File: src/rtl/uart_xcvr.sv
// uart_xcvr: full-duplex UART transceiver, configurable frame format,
// with an internal TX->RX loopback path for self-test.
module uart_xcvr #(
  parameter int CLKS_PER_BIT = 16,
  parameter int DATA_BITS    = 8,
  parameter int PARITY       = 0,
  parameter int STOP_BITS    = 1
) (
  input  logic                 clk,
  input  logic                 rst_n,
  input  logic                 loopback_en,
  input  logic [DATA_BITS-1:0] tx_data,
  input  logic                 tx_valid,
  output logic                 tx_ready,
  output logic                 uart_txd,
  input  logic                 uart_rxd,
  output logic [DATA_BITS-1:0] rx_data,
  output logic                 rx_valid,
  output logic                 rx_parity_err,
  output logic                 rx_frame_err
);
  localparam int CW = $clog2(CLKS_PER_BIT * STOP_BITS + 1);
  localparam int BW = $clog2(DATA_BITS + 1);
  localparam logic [CW-1:0] BIT_END  = CW'(CLKS_PER_BIT - 1);
  localparam logic [CW-1:0] HALF_END = CW'(CLKS_PER_BIT / 2 - 1);
  localparam logic [CW-1:0] STOP_END = CW'(CLKS_PER_BIT * STOP_BITS - 1);
  localparam logic [BW-1:0] LAST_BIT = BW'(DATA_BITS - 1);

  localparam logic [2:0] S_IDLE  = 3'd0;
  localparam logic [2:0] S_START = 3'd1;
  localparam logic [2:0] S_DATA  = 3'd2;
  localparam logic [2:0] S_PAR   = 3'd3;
  localparam logic [2:0] S_STOP  = 3'd4;
  localparam logic [2:0] S_DONE  = 3'd5;
  localparam logic [2:0] S_BRK   = 3'd6;

  function automatic logic par_bit(input logic [DATA_BITS-1:0] d);
    return (PARITY == 1) ? ~^d : ^d;
  endfunction

  logic [2:0]           tx_st;
  logic [CW-1:0]        tx_cnt;
  logic [BW-1:0]        tx_idx;
  logic [DATA_BITS-1:0] tx_sh;
  logic                 tx_par;

  assign tx_ready = (tx_st == S_IDLE);

  always_ff @(posedge clk or negedge rst_n) begin
    if (!rst_n) begin
      tx_st    <= S_IDLE;
      tx_cnt   <= '0;
      tx_idx   <= '0;
      tx_sh    <= '0;
      tx_par   <= 1'b0;
      uart_txd <= 1'b1;
    end else begin
      tx_cnt <= tx_cnt + CW'(1);
      unique case (tx_st)
        S_IDLE: begin
          tx_cnt <= '0;
          if (tx_valid) begin
            tx_st    <= S_START;
            tx_sh    <= tx_data;
            tx_par   <= par_bit(tx_data);
            uart_txd <= 1'b0;
          end
        end
        S_START: if (tx_cnt == BIT_END) begin
          tx_st    <= S_DATA;
          tx_cnt   <= '0;
          tx_idx   <= '0;
          uart_txd <= tx_sh[0];
        end
        S_DATA: if (tx_cnt == BIT_END) begin
          tx_cnt <= '0;
          tx_sh  <= tx_sh >> 1;
          tx_idx <= tx_idx + BW'(1);
          if (tx_idx != LAST_BIT) begin
            uart_txd <= tx_sh[1];
          end else if (PARITY != 0) begin
            tx_st    <= S_PAR;
            uart_txd <= tx_par;
          end else begin
            tx_st    <= S_STOP;
            uart_txd <= 1'b1;
          end
        end
        S_PAR: if (tx_cnt == BIT_END) begin
          tx_st    <= S_STOP;
          tx_cnt   <= '0;
          uart_txd <= 1'b1;
        end
        S_STOP: if (tx_cnt == STOP_END) begin
          tx_st  <= S_IDLE;
          tx_cnt <= '0;
        end
        default: begin
          tx_st    <= S_IDLE;
          uart_txd <= 1'b1;
        end
      endcase
    end
  end

  // RX line: select source, then two flops to tame the async input
  logic       rx_mux;
  logic [1:0] rx_sync;
  logic       line;

  assign rx_mux = loopback_en ? uart_txd : uart_rxd;
  assign line   = rx_sync[1];

  always_ff @(posedge clk or negedge rst_n) begin
    if (!rst_n) rx_sync <= 2'b11;
    else        rx_sync <= {rx_sync[0], rx_mux};
  end

  logic [2:0]           rx_st;
  logic [CW-1:0]        rx_cnt;
  logic [BW-1:0]        rx_idx;
  logic [DATA_BITS-1:0] rx_sh;
  logic                 rx_pbit;

  assign rx_valid = (rx_st == S_DONE);

  always_ff @(posedge clk or negedge rst_n) begin
    if (!rst_n) begin
      rx_st         <= S_IDLE;
      rx_cnt        <= '0;
      rx_idx        <= '0;
      rx_sh         <= '0;
      rx_pbit       <= 1'b0;
      rx_data       <= '0;
      rx_parity_err <= 1'b0;
      rx_frame_err  <= 1'b0;
    end else begin
      rx_cnt <= rx_cnt + CW'(1);
      unique case (rx_st)
        S_IDLE: begin
          rx_cnt <= '0;
          if (!line) rx_st <= S_START;
        end
        S_START: if (rx_cnt == HALF_END) begin
          rx_cnt <= '0;
          rx_idx <= '0;
          rx_st  <= line ? S_IDLE : S_DATA;
        end
        S_DATA: if (rx_cnt == BIT_END) begin
          rx_cnt <= '0;
          rx_sh  <= {line, rx_sh[DATA_BITS-1:1]};
          rx_idx <= rx_idx + BW'(1);
          if (rx_idx == LAST_BIT)
            rx_st <= (PARITY != 0) ? S_PAR : S_STOP;
        end
        S_PAR: if (rx_cnt == BIT_END) begin
          rx_cnt  <= '0;
          rx_pbit <= line;
          rx_st   <= S_STOP;
        end
        S_STOP: if (rx_cnt == BIT_END) begin
          rx_data       <= rx_sh;
          rx_parity_err <= (PARITY != 0) && (rx_pbit != par_bit(rx_sh));
          rx_frame_err  <= ~line;
          rx_st         <= S_DONE;
        end
        // a low stop bit means the line may be in break: wait for high
        S_DONE:  rx_st <= rx_frame_err ? S_BRK : S_IDLE;
        S_BRK:   if (line) rx_st <= S_IDLE;
        default: rx_st <= S_IDLE;
      endcase
    end
  end
endmodule

File: config.mk
export PLATFORM = sky130hd
export DESIGN_NAME = uart_xcvr
export DESIGN_NICKNAME = d
export VERILOG_FILES = /design/src/rtl/uart_xcvr.sv
export SDC_FILE = /design/constraint.sdc
export NUM_CORES = 1
export LEC_CHECK = 0
export ABC_CLOCK_PERIOD_IN_PS = 2900
export CORE_MARGIN = 10
export CORE_UTILIZATION = 61
export CTS_CLUSTER_SIZE = 25
export DETAILED_ROUTE_END_ITERATION = 8
export PLACE_DENSITY_LB_ADDON = 0.1
export SYNTH_ARGS = -nofsm -noshare
export SYNTH_HDL_FRONTEND = slang
export SYNTH_SLANG_ARGS = --single-unit
File: constraint.sdc
create_clock -name clk -period 2.9 [get_ports clk]
set_clock_uncertainty 0.05 [all_clocks]
set_input_delay 0.58 -clock clk [delete_from_list [all_inputs] [get_ports clk]]
set_output_delay 0.58 -clock clk [all_outputs]
set_load 0.01 [all_outputs]
# Word-level counts from Yosys, hierarchy flattened

Index checks and enable logic that the tools add are counted.

Bits in registers: 52
Logic and storage cells: 99
Output and inout port bits: 13
Input port bits: 13

Add/sub/neg operators: 4
Equality and inequality tests: 28
Reductions and logical operators: 15
Bitwise logic cells: 2
Multiplexer cells: 38

Operators by type and width:

| cell                  | count |
|---|---|
| $mux W3               | 14 |
| $ne A2 B2 Y1 const B  | 13 |
| $pmux W3 S7           | 1 |
| $mux W4               | 4 |
| $mux W8               | 2 |
| $pmux W4 S2           | 2 |
| $pmux W8 S2           | 1 |
| $mux W5               | 3 |
| $pmux W3 S5           | 1 |
| $pmux W5 S3           | 1 |
| $eq A3 B2 Y1 const B  | 4 |
| $eq A3 B3 Y1 const B  | 4 |
| $add A5 B1 Y5 const B | 2 |
| $eq A5 B4 Y1 const B  | 2 |
| $pmux W5 S2           | 1 |
| $reduce_and A3 Y1     | 3 |
| $add A4 B1 Y4 const B | 2 |
| $reduce_and A7 Y1     | 1 |
| $eq A3 B1 Y1 const B  | 2 |
| $logic_not A3 Y1      | 2 |
| $mux W1               | 6 |
| $reduce_and A6 Y1     | 1 |
| $reduce_bool A2 Y1    | 3 |
| $eq A5 B3 Y1 const B  | 1 |
| 9 further kinds       | 11 |

# Longest topological paths before layout

Depth in word-level cells: 4
Mapped depth: 8
Depth with buffers taken out: 7

# Least setup slack after synthesis

No wires, ideal clock.

Kind: reg-to-reg
Start point: reg tx_cnt[0]
End point: reg tx_sh[0]
Buffers on the path: 1
Path slack: 967 ps
Setup time: 125 ps
Period minus slack after synthesis: 1,933 ps
Cell stages (with the launch flop): 8
Data required time: 2,725 ps
Arrival time: 1,759 ps
Cell sequence: dfrtp_1 ha_1 and3_1 ha_1 buf_4 nand2_2 a211oi_4 mux2_2

Word-level cells in the longest chain between the ends: 3

RTL lines:

| element                            | line | source |
|---|---|---|
| start: declaration                 | 42   | `logic [CW-1:0] tx_cnt;` |
| start signal: assignment           | 58   | `tx_cnt <= tx_cnt + CW'(1);` |
| $eq A5 B4 Y1                       | 75   | `S_DATA: if (tx_cnt == BIT_END) begin` |
| $ne A2 B2 Y1 (no source line)      | -    |  |
| $reduce_and A3 Y1 (no source line) | -    |  |
| end signal: assignment             | 64   | `tx_sh <= tx_data;` |
| end signal: assignment             | 77   | `tx_sh <= tx_sh >> 1;` |
| end: declaration                   | 44   | `logic [DATA_BITS-1:0] tx_sh;` |

No other way between the ends.
A chain may end at the register's enable or synchronous reset.

# Worst setup path after layout

Start point: reg rx_st[0]
End point: out rx_valid

Word-level cells in the longest chain between the ends: 1

RTL lines:

| element                  | line | source |
|---|---|---|
| start: declaration       | 119  | `logic [2:0] rx_st;` |
| start signal: assignment | 147  | `rx_st <= line ? S_IDLE : S_DATA;` |
| start signal: assignment | 154  | `rx_st <= (PARITY != 0) ? S_PAR : S_STOP;` |
| start signal: assignment | 168  | `S_DONE: rx_st <= rx_frame_err ? S_BRK : S_IDLE;` |
| $eq A3 B3 Y1             | 125  | `assign rx_valid = (rx_st == S_DONE);` |
| end: declaration         | 18   | `output logic rx_valid,` |

No other way between the ends.

==> results by group <==
Floorplan
  • Starting Density: 0.622
  • Die area: 7430 sq um
  • Core area: 4290 sq um
  • Die W: 86.2 um
  • Row cnt: 24
  • DIE HEIGHT: 86.2 um
  • I/O pins: 26

Power
  • Max rail drop VDD: 0.322 mV
  • Leak pwr: 1.32 nW
  • Pwr dens: 492 nW/um^2

Global route
  • GRT overflow: 0
  • Largest net degree at the start of global routing: 37
  • Overall Global Routing Usage: 0.134
  • First-pass GRT wire length: 8.22 mm
  • Number of global-route vias before repair: 1782
  • Antenna violations before repair: 0

Synthesis
  • Syn nets: 255
  • Post-Syn Instances: 232
  • Post-synth EDFFs: 0
  • Mean post-synth cell area: 11.5 sq um
  • Prevailing post-synth register cell: dfrtp_1
  • Yosys reg bits: 52
  • Sequential share of the synthesized area: 0.489
  • Synthesized cell area: 2670 sq um
  • Synth unique cells: 54
  • Yosys warns: 0
  • Post-synthesis async set-or-reset flop share: 1.00

Final layout
  • FILL cells: 343
  • P&R area growth vs syn: 12.9%
  • Commonest non-fill, non-tap cell in the layout: dfrtp_1
  • Nets: 276
  • Share of post-route cells with drive strength above 1: 0.189
  • Ant diodes: 0
  • Highest-count cells in the layout ignoring fill and taps: dfrtp_1 (49), mux2_2 (25), clkdlybuf4s50_1 (23)

Timing
  • Min cycle time layout: 2.43 ns
  • Slew margin rel.: 0.658
  • Final setup vio count: 0
  • Peak Freq: 412 MHz
  • Final setup margin: 0.472 ns
  • Setup TNS: 0 ns
  • Least-Margin Pin Slew: 0.513 ns
  • RSZ-0062 raised after global routing: no
  • Final period util: 0.837
  • Final slew viol count: 0
  • Hold Vio Cnt, Final: 0

Clock tree
  • CTS buffer count: 5
  • CTS Hold Bufs: 0
  • CTS tree: done
  • Longest Clk Path Bufs: 2
  • Clock latency on the worst-skew pair: 0.31 ns
  • Sink Count: 52
  • Post-CTS Setup Bufs: 0
  • Htree depth: 2
  • CTS root buffer: clkbuf_8
  • Reg clk slew, reported paths: 0.10 ns
  • Resize count post-CTS: 0

Critical path
  • Crit. End Element: output port
  • Crit-path cells: nor2b_1, and2_1, clkdlybuf4s50_1
  • Crit-path slowest cell: dfrtp_1
  • CP required: 2.27 ns
  • CP Max Fanout: 13
  • Cell class contributing the biggest share of worst-path delay: flip-flops
  • Critical Path Start Type: flop
  • Critical path class: reg2out
  • WP data arrival: 1.80 ns
  • Buf/Inv on CP: 1
  • Max incr delay on CP: 0.56 ns

Route
  • Post-route ant nets: 0
  • Drt via density: 5.84
  • DR iter-0 viols: 66
  • Routed wire per std cell: 15.4 um
  • Drt drc: 0
  • Via count: 1788
  • Drt pass-1 iters: 4
  • Final WL: 4.73 mm

Min path
  • Worst Hold Class: in2async

Placed design
  • Post-DP HPWL: 3.38 mm
  • Dpl ws: 0.656 ns
  • IO buf count: 24
  • Final Wtd Congestion: 0.795

Status
  • Status: finished clean

Run
  • Max-cap viol count: 0
## report_power, final
part / total [W] / switching [W] / leakage (nW) / internal [W]
Sequential: 0.000851 / 0.0000759 / 0.679 / 0.000775
Combinational: 0.000203 / 0.0000953 / 0.599 / 0.000107
Clock: 0.000429 / 0.000252 / 0.0463 / 0.000177
## cell families after synthesis
| group | share of synthesized area |
|---|---|
| AND/OR/NAND/NOR | 0.134 |
| flip-flops | 0.489 |
| AO/OA/AOI/OAI | 0.125 |
| multiplexers | 0.139 |
| buffers and inverters | 0.0450 |
| adder cells (fa/ha/maj) | 0.0543 |
| XOR/XNOR | 0.0131 |
| other | 0.00140 |
## layer usage
metal,up-vias,share of wire,GRT usage
li1,869,-,-
met2,31,0.48,0.201
met5,-,0,0
met1,881,0.45,0.174
met4,0,0.022,0.0633
met3,7,0.047,0.0422
## final timing paths
path | from | to | slack [ns] | cells past startpoint
worst max-delay path | rx_st[0]$_DFFE_PN0P_ | rx_valid | 0.47 | 3
worst min-delay path | rst_n | rx_idx[2]$_DFFE_PN0P_ | 0.12 | 1
worst max register to register | tx_cnt[0]$_DFF_PN0_ | tx_sh[0]$_DFFE_PN0P_ | 0.69 | 6
worst min register to register | rx_sync[0]$_DFF_PN1_ | rx_sync[1]$_DFF_PN1_ | 0.31 | 0
max in group asynchronous | rst_n | uart_txd$_DFFE_PN1P_ | 1.88 | 2
min in group clk | rx_sync[0]$_DFF_PN1_ | rx_sync[1]$_DFF_PN1_ | 0.31 | 0
## per-stage QoR
stage / hold slack (ns) / cells / power (W) / instance area (sq um) / util
floorplan: 0.234 / 232 / 0.00100 / 2670 / -
global placement: 0.296 / 298 / 0.00106 / 2920 / 0.680
detailed placement: 0.298 / 298 / 0.00107 / 2920 / 0.680
CTS: 0.118 / 306 / 0.00150 / 3020 / 0.702
global route: 0.126 / 306 / 0.00156 / 3020 / 0.702
finish: 0.115 / 306 / 0.00148 / 3020 / 0.702
## synthesized netlist by cell type, types with 2 or more instances
| master | instances | area share |
|---|---|---|
| nand3_1 | 6 | 0.011 |
| clkbuf_1 | 3 | 0.0042 |
| and3_1 | 2 | 0.0047 |
| xnor2_1 | 2 | 0.0066 |
| dfstp_2 | 3 | 0.030 |
| and3b_1 | 2 | 0.0066 |
| buf_4 | 3 | 0.0084 |
| ha_1 | 10 | 0.047 |
| nor2b_1 | 5 | 0.012 |
| a22o_1 | 4 | 0.013 |
| a31oi_1 | 4 | 0.0094 |
| inv_1 | 12 | 0.017 |
| nand3b_1 | 4 | 0.011 |
| nand2_1 | 11 | 0.015 |
| o211ai_1 | 3 | 0.0084 |
| o32ai_1 | 3 | 0.0098 |
| buf_2 | 6 | 0.011 |
| mux2_2 | 25 | 0.11 |
| xor2_1 | 2 | 0.0066 |
| nor2_1 | 9 | 0.013 |
| and4bb_2 | 2 | 0.0094 |
| o21ai_0 | 7 | 0.013 |
| maj3_1 | 2 | 0.0075 |
| nand2b_1 | 5 | 0.012 |
| a21o_1 | 2 | 0.0056 |
| dfrtp_1 | 49 | 0.46 |
| a21oi_1 | 11 | 0.021 |
| mux2_1 | 7 | 0.030 |
| o31ai_1 | 2 | 0.0056 |
| and2_1 | 2 | 0.0047 |
## layout make-up
class / count / area, sq um / area share
clock buffers: 5 / 68.8 / 0.0228
clock inverters: 3 / 27.5 / 0.00913
inverters: 12 / 45.0 / 0.0149
multi-input cells: 155 / 1250 / 0.413
flip-flops and latches: 52 / 1310 / 0.433
well taps: 52 / 65.1 / 0.0216
repair buffers: 27 / 258 / 0.0855
## sequential cells by signal (all words and copies together), names as in the netlist
name	count
rx_data	8
rx_sh	8
tx_sh	8
rx_cnt	5
tx_cnt	5
rx_idx	4
tx_idx	4
rx_st	3
tx_st	3
rx_sync	2
rx_frame_err	1
uart_txd	1
(Power assumes the default switching activity.)
